**config.mk**
```make
export PLATFORM = sky130hd
export DESIGN_NAME = xt_bus_dma_target
export DESIGN_NICKNAME = d
export VERILOG_FILES = /design/src/rtl/xt_bus_dma_target.sv
export SDC_FILE = /design/constraint.sdc
export NUM_CORES = 1
export LEC_CHECK = 0
export BUFFER_PORTS_ARGS = -buffer_cell sky130_fd_sc_hd__buf_2
export CORE_MARGIN = 3
export CORE_UTILIZATION = 40
export DETAILED_ROUTE_END_ITERATION = 8
export SYNTH_ARGS = -nofsm -noshare
export SYNTH_HDL_FRONTEND = slang
export SYNTH_SLANG_ARGS = --single-unit
```
**constraint.sdc**
```tcl
create_clock -name clock -period 4.77 [get_ports clock]
set_clock_uncertainty 0.15 [all_clocks]
set_input_delay 0.954 -clock clock [delete_from_list [all_inputs] [get_ports clock]]
set_output_delay 0.954 -clock clock [all_outputs]
set_load 0.02 [all_outputs]
```
**src/rtl/xt_bus_dma_target.sv**
```systemverilog
// XT-bus I/O and DMA target: a device-to-host byte FIFO drained by CPU port reads or
// DMA cycles, with programmable wait states and a terminal-count interrupt.
`timescale 1ns/1ps

module xt_bus_dma_target #(
    parameter logic [9:0] IO_BASE     = 10'h300,
    parameter int         FIFO_DEPTH  = 16,
    parameter int         WAIT_STATES = 1
) (
    input  logic        clock,
    input  logic        reset_n,
    input  logic [19:0] address,
    input  logic        address_enable_n,
    input  logic        io_read_n,
    input  logic        io_write_n,
    input  logic [7:0]  data_bus_in,
    output logic [7:0]  data_bus_out,
    output logic        data_bus_out_enable,
    output logic        io_channel_ready,
    output logic        dma_request,
    input  logic        dma_acknowledge_n,
    input  logic        terminal_count_n,
    output logic        interrupt_request,
    input  logic        dev_valid,
    input  logic [7:0]  dev_data,
    output logic        dev_ready
);

    localparam int         AW        = $clog2(FIFO_DEPTH);
    localparam int         CW        = AW + 1;
    localparam logic [2:0] WAIT_LAST = (WAIT_STATES == 0) ? 3'd0 : 3'(WAIT_STATES - 1);

    typedef enum logic [1:0] {
        ST_IDLE,
        ST_WAIT,
        ST_ACTIVE,
        ST_END
    } state_t;

    state_t        state, state_next;
    logic          enter_active;
    logic [2:0]    wait_cnt;

    // Access context: captured when the cycle starts, data latched on ACTIVE entry.
    logic          acc_read, acc_dma, acc_empty, acc_tc;
    logic [1:0]    acc_port;
    logic [7:0]    acc_wdata, acc_rdata;

    logic [7:0]    mem [FIFO_DEPTH];
    logic [AW-1:0] wr_ptr, rd_ptr;
    logic [CW-1:0] count;
    logic          empty, full, push, pop;

    logic          dma_en, irq_en, tc_seen, underrun;

    logic          cpu_sel, dma_sel, start;
    logic          cur_dma;
    logic [1:0]    cur_port;
    logic [7:0]    rd_value, status_byte;
    logic          in_end, fifo_rd_end, underrun_set, status_rd, ctrl_wr, flush, clr_tc, tc_end;
    logic          unused_addr_hi;

    assign unused_addr_hi = ^address[19:10];

    assign cpu_sel = ~address_enable_n & (address[9:2] == IO_BASE[9:2]);
    assign dma_sel = ~dma_acknowledge_n & address_enable_n;
    assign start   = (~io_read_n | ~io_write_n) & (cpu_sel | dma_sel);

    always_ff @(posedge clock or negedge reset_n) begin
        // NOTE: sequential state uses <= so every register samples pre-edge values.
        if (!reset_n) state <= ST_IDLE;
        else          state <= state_next;
    end

    always_comb begin
        // NOTE: defaults first, so no path leaves a signal unassigned and no latch is inferred.
        state_next          = state;
        enter_active        = 1'b0;
        io_channel_ready    = 1'b1;
        data_bus_out_enable = 1'b0;
        data_bus_out        = 8'h00;
        case (state)
            ST_IDLE: begin
                if (start) begin
                    if (WAIT_STATES == 0) begin
                        state_next   = ST_ACTIVE;
                        enter_active = 1'b1;
                    end else begin
                        state_next = ST_WAIT;
                    end
                end
            end
            ST_WAIT: begin
                io_channel_ready = 1'b0;
                if (wait_cnt == 3'd0) begin
                    state_next   = ST_ACTIVE;
                    enter_active = 1'b1;
                end
            end
            ST_ACTIVE: begin
                data_bus_out_enable = acc_read;
                data_bus_out        = acc_read ? acc_rdata : 8'h00;
                if (acc_read ? io_read_n : io_write_n) state_next = ST_END;
            end
            ST_END:  state_next = ST_IDLE;
            default: state_next = ST_IDLE;
        endcase
    end

    // With zero wait states ACTIVE is entered straight from IDLE, before the context is captured.
    assign cur_dma  = (state == ST_IDLE) ? dma_sel : acc_dma;
    assign cur_port = (state == ST_IDLE) ? address[1:0] : acc_port;

    assign empty       = (count == '0);
    assign full        = (count == CW'(FIFO_DEPTH));
    assign status_byte = {underrun, tc_seen, irq_en, dma_en, full, empty, count[1:0]};

    always_comb begin
        rd_value = 8'hFF;
        if (cur_dma || cur_port == 2'd0) begin
            rd_value = empty ? 8'hFF : mem[rd_ptr];
        end else begin
            case (cur_port)
                2'd1:    rd_value = status_byte;
                2'd2:    rd_value = {6'b0, irq_en, dma_en};
                default: rd_value = 8'(count);
            endcase
        end
    end

    always_ff @(posedge clock or negedge reset_n) begin
        if (!reset_n) begin
            acc_read  <= 1'b0;
            acc_dma   <= 1'b0;
            acc_port  <= 2'd0;
            acc_empty <= 1'b0;
            acc_tc    <= 1'b0;
            acc_wdata <= 8'h00;
            acc_rdata <= 8'h00;
            wait_cnt  <= 3'd0;
        end else begin
            if (state == ST_IDLE && start) begin
                acc_read <= ~io_read_n;
                acc_dma  <= dma_sel;
                acc_port <= address[1:0];
                wait_cnt <= WAIT_LAST;
            end else if (state == ST_WAIT && wait_cnt != 3'd0) begin
                wait_cnt <= wait_cnt - 3'd1;
            end
            if (enter_active) begin
                acc_rdata <= rd_value;
                acc_empty <= empty;
                acc_wdata <= data_bus_in;
            end
            if (state == ST_IDLE)
                acc_tc <= 1'b0;
            else if (state == ST_ACTIVE && acc_dma && !terminal_count_n)
                acc_tc <= 1'b1;
        end
    end

    // Every architectural side effect is confined to the END clock.
    assign in_end       = (state == ST_END);
    assign fifo_rd_end  = in_end & acc_read & (acc_dma | (acc_port == 2'd0));
    assign pop          = fifo_rd_end & ~acc_empty;
    assign underrun_set = fifo_rd_end & acc_empty;
    assign status_rd    = in_end & acc_read & ~acc_dma & (acc_port == 2'd1);
    assign ctrl_wr      = in_end & ~acc_read & ~acc_dma & (acc_port == 2'd2);
    assign flush        = ctrl_wr & acc_wdata[2];
    assign clr_tc       = ctrl_wr & acc_wdata[3];
    assign tc_end       = in_end & acc_read & acc_dma & acc_tc;

    assign dev_ready = ~full & ~flush;
    assign push      = dev_valid & dev_ready;

    always_ff @(posedge clock or negedge reset_n) begin
        if (!reset_n) begin
            wr_ptr <= '0;
            rd_ptr <= '0;
            count  <= '0;
        end else if (flush) begin
            wr_ptr <= '0;
            rd_ptr <= '0;
            count  <= '0;
        end else begin
            if (push) wr_ptr <= wr_ptr + AW'(1);
            if (pop)  rd_ptr <= rd_ptr + AW'(1);
            if (push && !pop)      count <= count + CW'(1);
            else if (pop && !push) count <= count - CW'(1);
        end
    end

    // NOTE: storage has no reset; the pointers alone define which entries are valid.
    always_ff @(posedge clock) begin
        if (push) mem[wr_ptr] <= dev_data;
    end

    always_ff @(posedge clock or negedge reset_n) begin
        if (!reset_n) begin
            dma_en      <= 1'b0;
            irq_en      <= 1'b0;
            tc_seen     <= 1'b0;
            underrun    <= 1'b0;
            dma_request <= 1'b0;
        end else begin
            if (ctrl_wr) begin
                dma_en <= acc_wdata[0];
                irq_en <= acc_wdata[1];
            end else if (tc_end) begin
                dma_en <= 1'b0;
            end
            if (tc_end)      tc_seen <= 1'b1;
            else if (clr_tc) tc_seen <= 1'b0;
            if (underrun_set)   underrun <= 1'b1;
            else if (status_rd) underrun <= 1'b0;
            // Registered so DRQ falls on the edge that samples DACK low and rises again only once back in IDLE.
            dma_request <= dma_en & ~empty & (state == ST_IDLE) & dma_acknowledge_n;
        end
    end

    assign interrupt_request = tc_seen & irq_en;

endmodule

```
---- Yosys cells after proc, flatten, opt, wreduce, memory -nomap -nowiden ----
Memory sizes are Yosys's and may differ from the RTL's.
Cells that the tools add are included.
cells by class
  bitwise operators ....................... 35
  multiplexer cells ....................... 35
  equal/unequal tests ..................... 12
  add/subtract/negate cells ............... 5
  reduce and logical (&&, ||, !) cells .... 25
operator list
  operator                                                             count
  8-bit 2-to-1 mux                                                     4
  1-bit bitwise AND                                                    22
  1-bit 2-to-1 mux                                                     16
  4-bit 2-to-1 mux                                                     4
  8-bit one-hot mux with 2 select lines                                1
  5-bit 2-to-1 mux                                                     3
  2-bit nonzero test                                                   7
  1-bit NOT                                                            10
  4-bit by 1-bit adder with 4-bit output (second input constant)       2
  2-bit == test (second input constant)                                4
  8-bit == test (second input constant)                                1
  2-bit 2-to-1 mux                                                     4
  2-bit one-hot mux with 4 select lines                                1
  2-bit by 1-bit == test with 1-bit output (second input constant)     3
  1-bit logical AND                                                    6
  2-bit logical NOT                                                    3
  3-bit 2-to-1 mux                                                     2
  2-bit != test (second input constant)                                3
  3-bit nonzero test                                                   2
  5-bit by 1-bit adder with 5-bit output (second input constant)       1
  5-bit == test (second input constant)                                1
  5-bit logical NOT                                                    1
  5-bit by 1-bit subtractor with 5-bit output (second input constant)  1
  1-bit logical NOT                                                    3
  other kinds (5)                                                      7
storage, ports and cells
  memories kept ........................... 1
  output and inout bits ................... 13
  word-level logic and storage cells ...... 130
  bits in registers ....................... 41
  bits in writable memories ............... 128
memory list
  name  depth  width  read ports  clocked after memory_dff  write ports  RTL line  text
  mem   16     8      1           0                         1            49        logic [7:0] mem [FIFO_DEPTH];

---- Depth between registers and ports, before layout ----
  depth in word-level cells ............... 13
  mapped depth ............................ 12
  gate-level depth less buffers ........... 11

---- Worst setup path before layout ----
OpenSTA, ideal clock, no wires.
  kind .................................... in2reg
  start ................................... input dev_valid
  end ..................................... register count[4]
  path buffers ............................ 1
  data required time ...................... 4493 ps
  data arrival time ....................... 2750 ps
  path slack .............................. 1743 ps
  library setup time ...................... 127 ps
  cell stages on the path ................. 10
  path through ............................ a21boi_2 > buf_6 > nor2b_1 > nand2_1 > fa_1 > a21o_1 > a21o_1 > nor4bb_1 > a21oi_1 > o22ai_1
on the way
  word-level cells in the longest chain between the ends .. 4
  elaborated cells between the ends (all ways) .. 7
  classes of those cells .................. mux (2); bitwise (1); reduce/logical (4)
ends and longest elaborated chain
  what                                                           RTL line  text
  start: declaration                                             24        input logic dev_valid,
  1-bit bitwise AND *                                            174       assign push = dev_valid & dev_ready;
  1-bit logical AND / 1-bit logical NOT (equally long branches)  188, 189
  5-bit 2-to-1 mux / 1-bit logical AND (equally long branches)   188, 189
  5-bit 2-to-1 mux / 3-bit nonzero test (equally long branches)  n/a
  end signal: assignment                                         188       if (push && !pop) count <= count + CW'(1);
  end signal: assignment                                         189       else if (pop && !push) count <= count - CW'(1);
  end: declaration                                               51        logic [CW-1:0] count;
Mark *: on every way between the ends. The rest lies on a longest branch, timed or not.
A chain may end at the register's enable or synchronous reset.

---- Final worst setup path ----
  start ................................... register acc_read
  end ..................................... output dev_ready
on the way
  word-level cells in the longest chain between the ends .. 7
ends and longest elaborated chain
  what                            RTL line  text
  start: declaration              45        logic acc_read, acc_dma, acc_empty, acc_tc;
  start signal: assignment        143       acc_read <= ~io_read_n;
  1-bit NOT                       168       assign ctrl_wr = in_end & ~acc_read & ~acc_dma & (acc_port == 2'd2);
  1-bit bitwise AND (3 in a row)  168
  1-bit bitwise AND               169       assign flush = ctrl_wr & acc_wdata[2];
  1-bit NOT                       173       assign dev_ready = ~full & ~flush;
  1-bit bitwise AND               173
  end: declaration                26        output logic dev_ready
Every way passes these cells.

==> impl_metrics.env <==
export IMPL_r2r_end="count[4]"
export IMPL_crit_type="reg -> out"
export IMPL_synth_edf_count=128
export IMPL_async_reset_ff_share_pct=24.3
export IMPL_netlist_area_leader_share_pct=51.4
export IMPL_crit_arrival_ns=2.19
export IMPL_dr_total_vias=4249
export IMPL_place_congestion=0.805
export IMPL_setup_viol=0
export IMPL_routed_via_density=5.47
export IMPL_io_buffer_count=42
export IMPL_slew_violations=0
export IMPL_rsz0062_at_grt="false"
export IMPL_multi_input_area_um2=2400
export IMPL_synthFlopType="edfxtp_1"
export IMPL_fmax_mhz=303
export IMPL_synth_cells=493
export IMPL_reg2reg_depth=9
export IMPL_wire_per_inst_um=19.7
export IMPL_netlist_area_um2=7480
export IMPL_fillerInstances=1587
export IMPL_die_x_um=143
export IMPL_hold_class="reg -> reg"
export IMPL_outcome="finished, final reports clean"
export IMPL_cts_sinks=169
export IMPL_ys_ff_latch=169
export IMPL_synth_fp_nets=556
export IMPL_layout_common_cells="edfxtp_1 (128), buf_2 (42), dfrtp_1 (40)"
export IMPL_ant_nets=0
export IMPL_cts_htree_levels=4
export IMPL_period_needed_ns=3.30
export IMPL_tightestPinTransition_ns=1.05
export IMPL_cts_buffers=17
export IMPL_hold_depth=2
export IMPL_ys_seq_area_share_pct=65.1
export IMPL_start_util_pct=41.2
export IMPL_routed_wl_mm=15.3
export IMPL_reg2reg_slack_ns=1.83
export IMPL_grtUsageTotal_pct=15.8
export IMPL_relSlewSlack_pct=30.1
export IMPL_clk_insertion_delay_late_ns=0.42
export IMPL_syn2layout_area_growth_pct=13.6
export IMPL_drv_cap=0
export IMPL_path_max_fanout=15
export IMPL_grt_pass1_wl_mm=24.1
export IMPL_cts_tree="done"
export IMPL_whs_ns=0.339
export IMPL_tns_ns=0
export IMPL_min_to="acc_wdata[0]"
export IMPL_cts_buffer_depth=2
export IMPL_final_layout_size_suffix_gt1_share_pct=23.2
export IMPL_first_iter_violations=299
export IMPL_power_mw=5.18
export IMPL_dpl_cell_count=745
export IMPL_powerDensity_nw_per_um2=611
export IMPL_final_cells=777
export IMPL_final_nets=598
export IMPL_synth_area_leaders="edfxtp_1 (51%), dfrtp_1 (14%), mux4_2 (8.1%)"
export IMPL_avgSynthCellArea_um2=15.2
export IMPL_vdd_drop_max_mv=0.284
export IMPL_final_common_cell="edfxtp_1"
export IMPL_coreArea_um2=18100
export IMPL_reg2reg_from="acc_read"
export IMPL_cts_resized=0
export IMPL_cp_end_kind="primary output"
export IMPL_power_leakage_nw=3.14
export IMPL_grt_overflow_total=0
export IMPL_io_pins=57
export IMPL_yosys_area_top_type="edfxtp_1"
export IMPL_dieArea_um2=20400
export IMPL_grt_pass1_vias=4244
export IMPL_area_sequential_um2=4870
export IMPL_antenna_found_initial=0
export IMPL_clkTransAtPathRegs_ns=0.07
export IMPL_synth_warnings=0
export IMPL_cp_start_kind="flip-flop"
export IMPL_min_period_over_period_pct=69.1
export IMPL_core_rowCount=49
export IMPL_worst_ep_required_time_ns=3.67
export IMPL_grt_max_degree=42
export IMPL_ys_types=53
export IMPL_postCtsSetupBuffers=0
export IMPL_ctsHoldBuffers=0
export IMPL_hp_start="acc_wdata[0]"
export IMPL_final_hold_violation_count=0
export IMPL_drt_first_pass_iters=4
export IMPL_dp_hpwl_mm=9.98
export IMPL_antennaDiodeCount=0
export IMPL_die_h_um=143
export IMPL_drcViolationCount=0
export IMPL_cts_root_buf="clkbuf_16"
-- state kept, by name, summed over array words and instances, names as in the netlist, 2 cells and up --
name	flops
state	2
wr_ptr	4
wait_cnt	3
count	5
acc_rdata	8
acc_port	2
rd_ptr	4
mem	128
acc_wdata	4
-- layer usage --
| metal | global-route usage, % | wire, um | vias to the layer above |
|---|---|---|---|
| met5 | 0 | 0 | - |
| met4 | 3.95 | 95 | 0 |
| met3 | 4.22 | 724 | 10 |
| met2 | 25.0 | 7430 | 87 |
| met1 | 22.0 | 7050 | 2190 |
| li1 | - | - | 1962 |
-- metrics by stage --
stage | area, um^2 | util (%) | setup WS (ns)
after global placement | 7890 | 43.5 | 1.48
final | 8490 | 46.8 | 1.47
after CTS | 8490 | 46.8 | 1.45
after floorplan | 7480 | - | 1.74
after detailed placement | 7890 | 43.5 | 1.43
after global routing | 8490 | 46.8 | 1.33
-- where the power goes --
group,leakage (nW),internal [mW],switching (mW)
logic,1.19,0.750,0.858
registers,1.66,1.85,0.353
clock network,0.291,0.751,0.627
-- worst max path at each step --
stage	from	endpoint	slack [ns]
after floorplan	dev_valid	count[4]	1.74
after global placement	dev_valid	count[4]	1.48
after detailed placement	dev_valid	count[4]	1.43
after CTS	acc_read	dev_ready	1.45
after global routing	acc_read	dev_ready	1.33
final	acc_read	dev_ready	1.47
-- cell families after synthesis --
family	after synthesis	share of synthesized area, %
flip-flops	169	65.1
AND/OR/NAND/NOR	133	9.62
AO/OA/AOI/OAI	61	5.82
multiplexers	55	12.0
buffers and inverters	45	2.84
adder cells (fa/ha/maj)	19	3.28
XOR/XNOR	11	1.29
-- cell type report --
type,instances,share of cell area [%]
Timing Repair Buffer,49,3.09
Inverter,19,0.840
Multi-Input combinational cell,279,28.2
Clock inverter,15,2.11
Tap cell,229,3.37
Clock buffer,17,5.01
Sequential cell,169,57.4
-- critical path: stages, from the launching register on --
cell	delay, ns
dfrtp_1	0.55
and4bb_2	0.42
and3_1	0.48
a21oi_1	0.12
buf_2	0.19
-- Yosys cell counts, types with 6 or more instances --
master,count
nand3_1,12
nor2_1,26
xor2_1,7
a31oi_1,8
and3_1,10
mux2i_1,19
edfxtp_1,128
nand2_1,35
mux2_2,9
nor2b_1,6
inv_1,19
dfrtp_1,41
and2_1,13
mux4_2,27
o21ai_0,8
ha_1,18
a21oi_1,11
clkbuf_1,14
No activity file was read; power rests on OpenSTA's default activity.
